==> src/rtl/carry_skip_adder.sv <==
// Unsigned carry-skip adder: ripple carry inside each block, a skip mux on each block's carry-out,
// and a registered {cout, sum}.
module carry_skip_adder #(
    parameter int WIDTH = 4,
    parameter int BLOCK = 4
) (
    input  logic             clk,
    input  logic             rst_n,
    input  logic [WIDTH-1:0] a,
    input  logic [WIDTH-1:0] b,
    input  logic             cin,
    output logic [WIDTH-1:0] sum,
    output logic             cout
);

    localparam int NBLK = (BLOCK >= 1) ? (WIDTH / BLOCK) : 1;

    generate
        if (WIDTH < 1 || BLOCK < 1 || ((BLOCK >= 1) ? (WIDTH % BLOCK) : 1) != 0) begin : g_bad_params
            $error("carry_skip_adder: WIDTH must be >= 1 and an integer multiple of BLOCK (>= 1)");
        end
    endgenerate

    logic [WIDTH-1:0] p;
    logic [WIDTH-1:0] g;
    logic [WIDTH-1:0] sum_d;
    logic             cout_d;
    logic [WIDTH-1:0] sum_p1;
    logic             cout_p1;

    assign p = a ^ b;
    assign g = a & b;

    // Stage 0: combinational core. Inside a block the carry ripples bit by bit.
    // When every bit of the block propagates, the block carry-in bypasses the ripple chain.
    always_comb begin
        logic blk_carry;
        logic blk_cin;
        logic rip;
        logic bp;
        sum_d     = '0;
        blk_carry = cin;
        blk_cin   = 1'b0;
        rip       = 1'b0;
        bp        = 1'b1;
        for (int k = 0; k < NBLK; k++) begin
            blk_cin = blk_carry;
            rip     = blk_carry;
            bp      = 1'b1;
            for (int j = 0; j < BLOCK; j++) begin
                sum_d[k*BLOCK + j] = p[k*BLOCK + j] ^ rip;
                rip                = g[k*BLOCK + j] | (p[k*BLOCK + j] & rip);
                bp                 = bp & p[k*BLOCK + j];
            end
            blk_carry = bp ? blk_cin : rip;
        end
        cout_d = blk_carry;
    end

    // Stage 1: output register, loaded every cycle outside reset.
    always_ff @(posedge clk or negedge rst_n) begin
        if (!rst_n) begin
            sum_p1  <= '0;
            cout_p1 <= 1'b0;
        end else begin
            sum_p1  <= sum_d;
            cout_p1 <= cout_d;
        end
    end

    assign sum  = sum_p1;
    assign cout = cout_p1;

endmodule

==> config.mk <==
export PLATFORM = sky130hd
export DESIGN_NAME = carry_skip_adder
export DESIGN_NICKNAME = d
export VERILOG_FILES = /design/src/rtl/carry_skip_adder.sv
export SDC_FILE = /design/constraint.sdc
export NUM_CORES = 1
export LEC_CHECK = 0
export ABC_CLOCK_PERIOD_IN_PS = 800
export BUFFER_PORTS_ARGS = -buffer_cell sky130_fd_sc_hd__buf_4
export CORE_AREA = 2 2 39 41
export CTS_CLUSTER_DIAMETER = 40
export DETAILED_ROUTE_END_ITERATION = 7
export DIE_AREA = 0 0 41 43
export PLACE_DENSITY = 0.44
export REMOVE_ABC_BUFFERS = 1
export SLEW_MARGIN = 10
export SYNTH_ARGS = -nofsm -noshare
export SYNTH_HDL_FRONTEND = slang
export SYNTH_SLANG_ARGS = --single-unit
==> constraint.sdc <==
create_clock -name clk -period 0.8 [get_ports clk]
set_clock_uncertainty 0.05 [all_clocks]
set_input_delay 0.04 -clock clk [delete_from_list [all_inputs] [get_ports clk]]
set_output_delay 0.04 -clock clk [all_outputs]
set_load 0.05 [all_outputs]
# [Yosys cells after proc, flatten, opt, wreduce, memory -nomap -nowiden]
# Cells that the tools add are included.
[totals] word_cells=20 output_inout_bits=5 ff_bits=5
[op_classes] n_bitwise=17 mux=1
[op_table] operator="$and A1 B1 Y1" count=7
[op_table] operator="$and A4 B4 Y4" count=1
[op_table] operator="$or A1 B1 Y1" count=4
[op_table] operator="$xor A1 B1 Y1" count=4
[op_table] operator="$xor A4 B4 Y4" count=1
[op_table] operator="$mux W1" count=1

# [Depth between registers and ports, before layout]
[logic_depth] depth_word=10 ltp_mapped=8 ltp_nobuf=8

# [Least setup slack after synthesis]
# No wires, ideal clock.
[synth_timing] path_type="input -> register" startpoint="input port a[0]" endpoint="register sum_p1[3] (netlist: sum[3])" stages=8 arrival_time_ns=1.533 setup_time_ns=0.064 setup_slack_ns=-0.847 path_cell_list="inv_1 -> fa_1 -> inv_1 -> fa_1 -> fa_1 -> inv_1 -> fa_1 -> inv_1"
[synth_via] elab_chain_len=8 elab_cells_between_ends=9 classes_between="9 x bitwise"
[synth_lines] element="from (decl)" line="9" text="input logic [WIDTH-1:0] a,"
[synth_lines] element="$xor A4 B4 Y4" line="31" text="assign p = a ^ b;"
[synth_lines] element="$and A1 B1 Y1" line="52" text="rip = g[k*BLOCK + j] | (p[k*BLOCK + j] & rip);"
[synth_lines] element="$or A1 B1 Y1 (*)" line="52"
[synth_lines] element="$and A1 B1 Y1 (*)" line="52"
[synth_lines] element="$or A1 B1 Y1 (*)" line="52"
[synth_lines] element="$and A1 B1 Y1 (*)" line="52"
[synth_lines] element="$or A1 B1 Y1 (*)" line="52"
[synth_lines] element="$xor A1 B1 Y1 (*)" line="51" text="sum_d[k*BLOCK + j] = p[k*BLOCK + j] ^ rip;"
[synth_lines] element="via sum_d[3]" line="26" text="logic [WIDTH-1:0] sum_d;"
[synth_lines] element="to (signal assigned)" line="66" text="sum_p1 <= sum_d;"
[synth_lines] element="to (decl)" line="28" text="logic [WIDTH-1:0] sum_p1;"
# Mark *: on every way through the listed nets, which the timed path passes. The rest lies on a longest branch.

# [Worst setup path in the final report]
# Ends and elaborated chain as after synthesis.

==> flow_metrics.py <==
metrics = {
    "status": {
        "status": "finished, violations left",
        "violations": "negative setup slack",
    },
    "route": {
        "vias": 247,
        "first_iter_violations": 0,
        "routed_via_density": 3.800,
        "drc_errors": 0,
        "wl_per_cell_um": 9.446,
        "wl_um": 614,
        "ant_nets": 0,
        "firstDrtPassIters": 1,
    },
    "worst_hold_path": {
        "hp-start": "b[2]",
        "hold_depth": 2,
        "hp-class": "in -> reg",
    },
    "synth": {
        "synth-main-ff-cell": "dfrtp_1",
        "yosysSeqAreaShare_pct": 40.98,
        "synth_compound_gate_area_share_pct": 0,
        "synthTopCellsByArea": "dfrtp_1 (41%), fa_1 (26%), ha_1 (16%), inv_1 (11%), mux2i_1 (3.3%)",
        "synth_fa_ha_area_share_pct": 42.62,
        "avgSynthCellArea_um2": 12.72,
        "yosys.area_share.xor_xnor_pct": 0,
        "synth_top_family_by_area": "adder cells",
        "yosysMostFrequentCell": "inv_1",
        "synth-async-reset-ratio_pct": 100.0,
        "yosys.area_share.simple_pct": 2.049,
        "syn-cell-area_um2": 305.3,
        "synth_area_leader_cell": "dfrtp_1",
        "synthMuxAreaShare_pct": 3.279,
        "synthTopCellsByCount": "inv_1 (9), dfrtp_1 (5), fa_1 (4), ha_1 (4)",
        "synthDistinctLibCells": 6,
        "synth-seq-cells": 5,
        "yosysTopAreaCellShare_pct": 40.98,
        "syn_inst": 24,
        "ys_warn_count": 0,
        "synth_edf_count": 0,
    },
    "floorplan": {
        "rows": 14,
        "start_util_pct": 22.06,
        "core_mm2": 0.001384,
        "die_area_mm2": 0.001763,
        "pin_count": 16,
        "die_width_um": 41,
        "dieHeight_um": 43,
    },
    "sta": {
        "slew_headroom_pct": 89.99,
        "whs_ns": 0.06532,
        "clock.fmax_mhz": 673.3,
        "finalHoldViolations": 0,
        "post-route-period-util_pct": 185.7,
        "finalSetupViolations": 9,
        "setup_ws_ns": -0.6853,
        "drv_slew": 0,
        "setup_tns_ns": -2.005,
        "rsz0062_at_grt": "true",
        "finalCriticalPeriod_ns": 1.485,
        "tightest_slew_ns": 0.1459,
    },
    "placed_design": {
        "place_area_um2": 460.4,
        "hpwl_um": 536.7,
        "pre_cts_ws_ns": -1.068,
        "place_inst": 58,
        "port_buffers": 15,
        "gp_congestion": 0.6064,
    },
    "cells_and_area": {
        "layout-drive-gt1-share_pct": 63.27,
        "design_area_um2": 555.5,
        "nets": 69,
        "antennaDiodeCount": 0,
        "fin_cells": 65,
        "area_growth_pct": 81.97,
        "fill_cells": 133,
    },
    "critical_path": {
        "path_depth": 9,
        "critPathBufInv": 5,
        "crit_fanout": 2,
        "cp_top_family": "adder cells",
        "startpoint_type": "primary input",
        "cp_common_cell": "fa_2",
        "critPathRequiredTime_ns": 0.93,
        "arrival_ns": 1.61,
        "slowest_delay_ns": 0.40,
        "cp-end-kind": "flip-flop",
        "cp_cell_sequence": "buf_8 -> inv_4 -> fa_2 -> inv_2 -> fa_2 -> fa_2 -> inv_2 -> fa_1 -> inv_1",
        "critical_path.startpoint": "a[0]",
        "path_class": "in -> reg",
        "cp_slowest_cell": "fa_1",
    },
    "grt": {
        "grt_pass1_vias": 273,
        "gr-total-overflow": 0,
        "antenna_found_initial": 0,
        "grt_max_degree": 6,
        "grt_pass1_wl_um": 1007,
        "grt_use_total_pct": 8.916,
    },
    "clock_tree": {
        "root_buffer": "clkbuf_4",
        "cts_tree": "yes",
        "cts_buffers": 3,
        "clkSinkCount": 5,
        "clock_path_buffers": 2,
        "clkTransAtPathRegs_ns": 0.04,
        "h-tree-depth": 1,
    },
    "power": {
        "vdd_ir_drop_max_v": 0.0005227,
        "leakage_nw": 0.2958,
        "power_density_mw_per_mm2": 1818,
    },
    "job": {
        "cap_violations": 0,
    },
}
path summary, 6_finish.rpt:
kind	endpoint	slack, ns
setup / recovery	sum[3]	-0.69
hold / removal	sum[2]	0.07
max in group asynchronous	sum[1]	0.51
min in group asynchronous	sum[2]	0.09
cells by family after synthesis:
family	after synthesis
buf+inv	9
fa+ha+maj	8
flops	5
mux	1
simple gates	1
cell type report:
type / count / area (µm²) / share of cell area (%)
tap: 16 / 20.02 / 3.604
inverter: 9 / 36.28 / 6.532
clock buffer: 4 / 26.28 / 4.730
sequential: 5 / 125.1 / 22.52
multi-input combinational: 10 / 153.9 / 27.70
timing repair buffer: 21 / 193.9 / 34.91
metal layers:
metal	GRT usage (%)	wire, µm
met1	7.616	211
met2	14.37	334
met3	3.665	54
met4	8.000	14
met5	0	0
stage by stage:
stage | util, % | power (mW)
after floorplan | - | 0.5221
after global placement | 33.27 | 0.6710
after detailed placement | 33.27 | 0.6770
after CTS | 39.33 | 1.026
after global routing | 40.14 | 1.086
final | 40.14 | 1.010
sequential cells by signal, indices dropped and copies added (netlist names):
register  count
cout          1
sum           4
report_power, final:
part	total [mW]	leakage (nW)	internal, mW	switching [mW]
combinational	0.415	0.223	0.175	0.239
clock	0.280	0.0150	0.188	0.0919
sequential	0.316	0.0583	0.297	0.0189
total	1.01	0.296	0.660	0.350
timing repair:
action,in CTS,in global routing
endpoints found under the hold margin,5,0
endpoints found under the setup margin,9,9
resized for setup,17,1
setup buffers,1,1
pin swaps,1,1
hold buffers,1,0
cells in the final DEF, fill, tap and decap left out, drive strengths merged:
cell type,instances
nand4,1
ha,4
dfrtp,5
buf,20
inv,9
clkbuf,4
mux2i,1
dlygate4sd3,1
fa,4
Note: power is estimated with default switching activity, not from simulation.
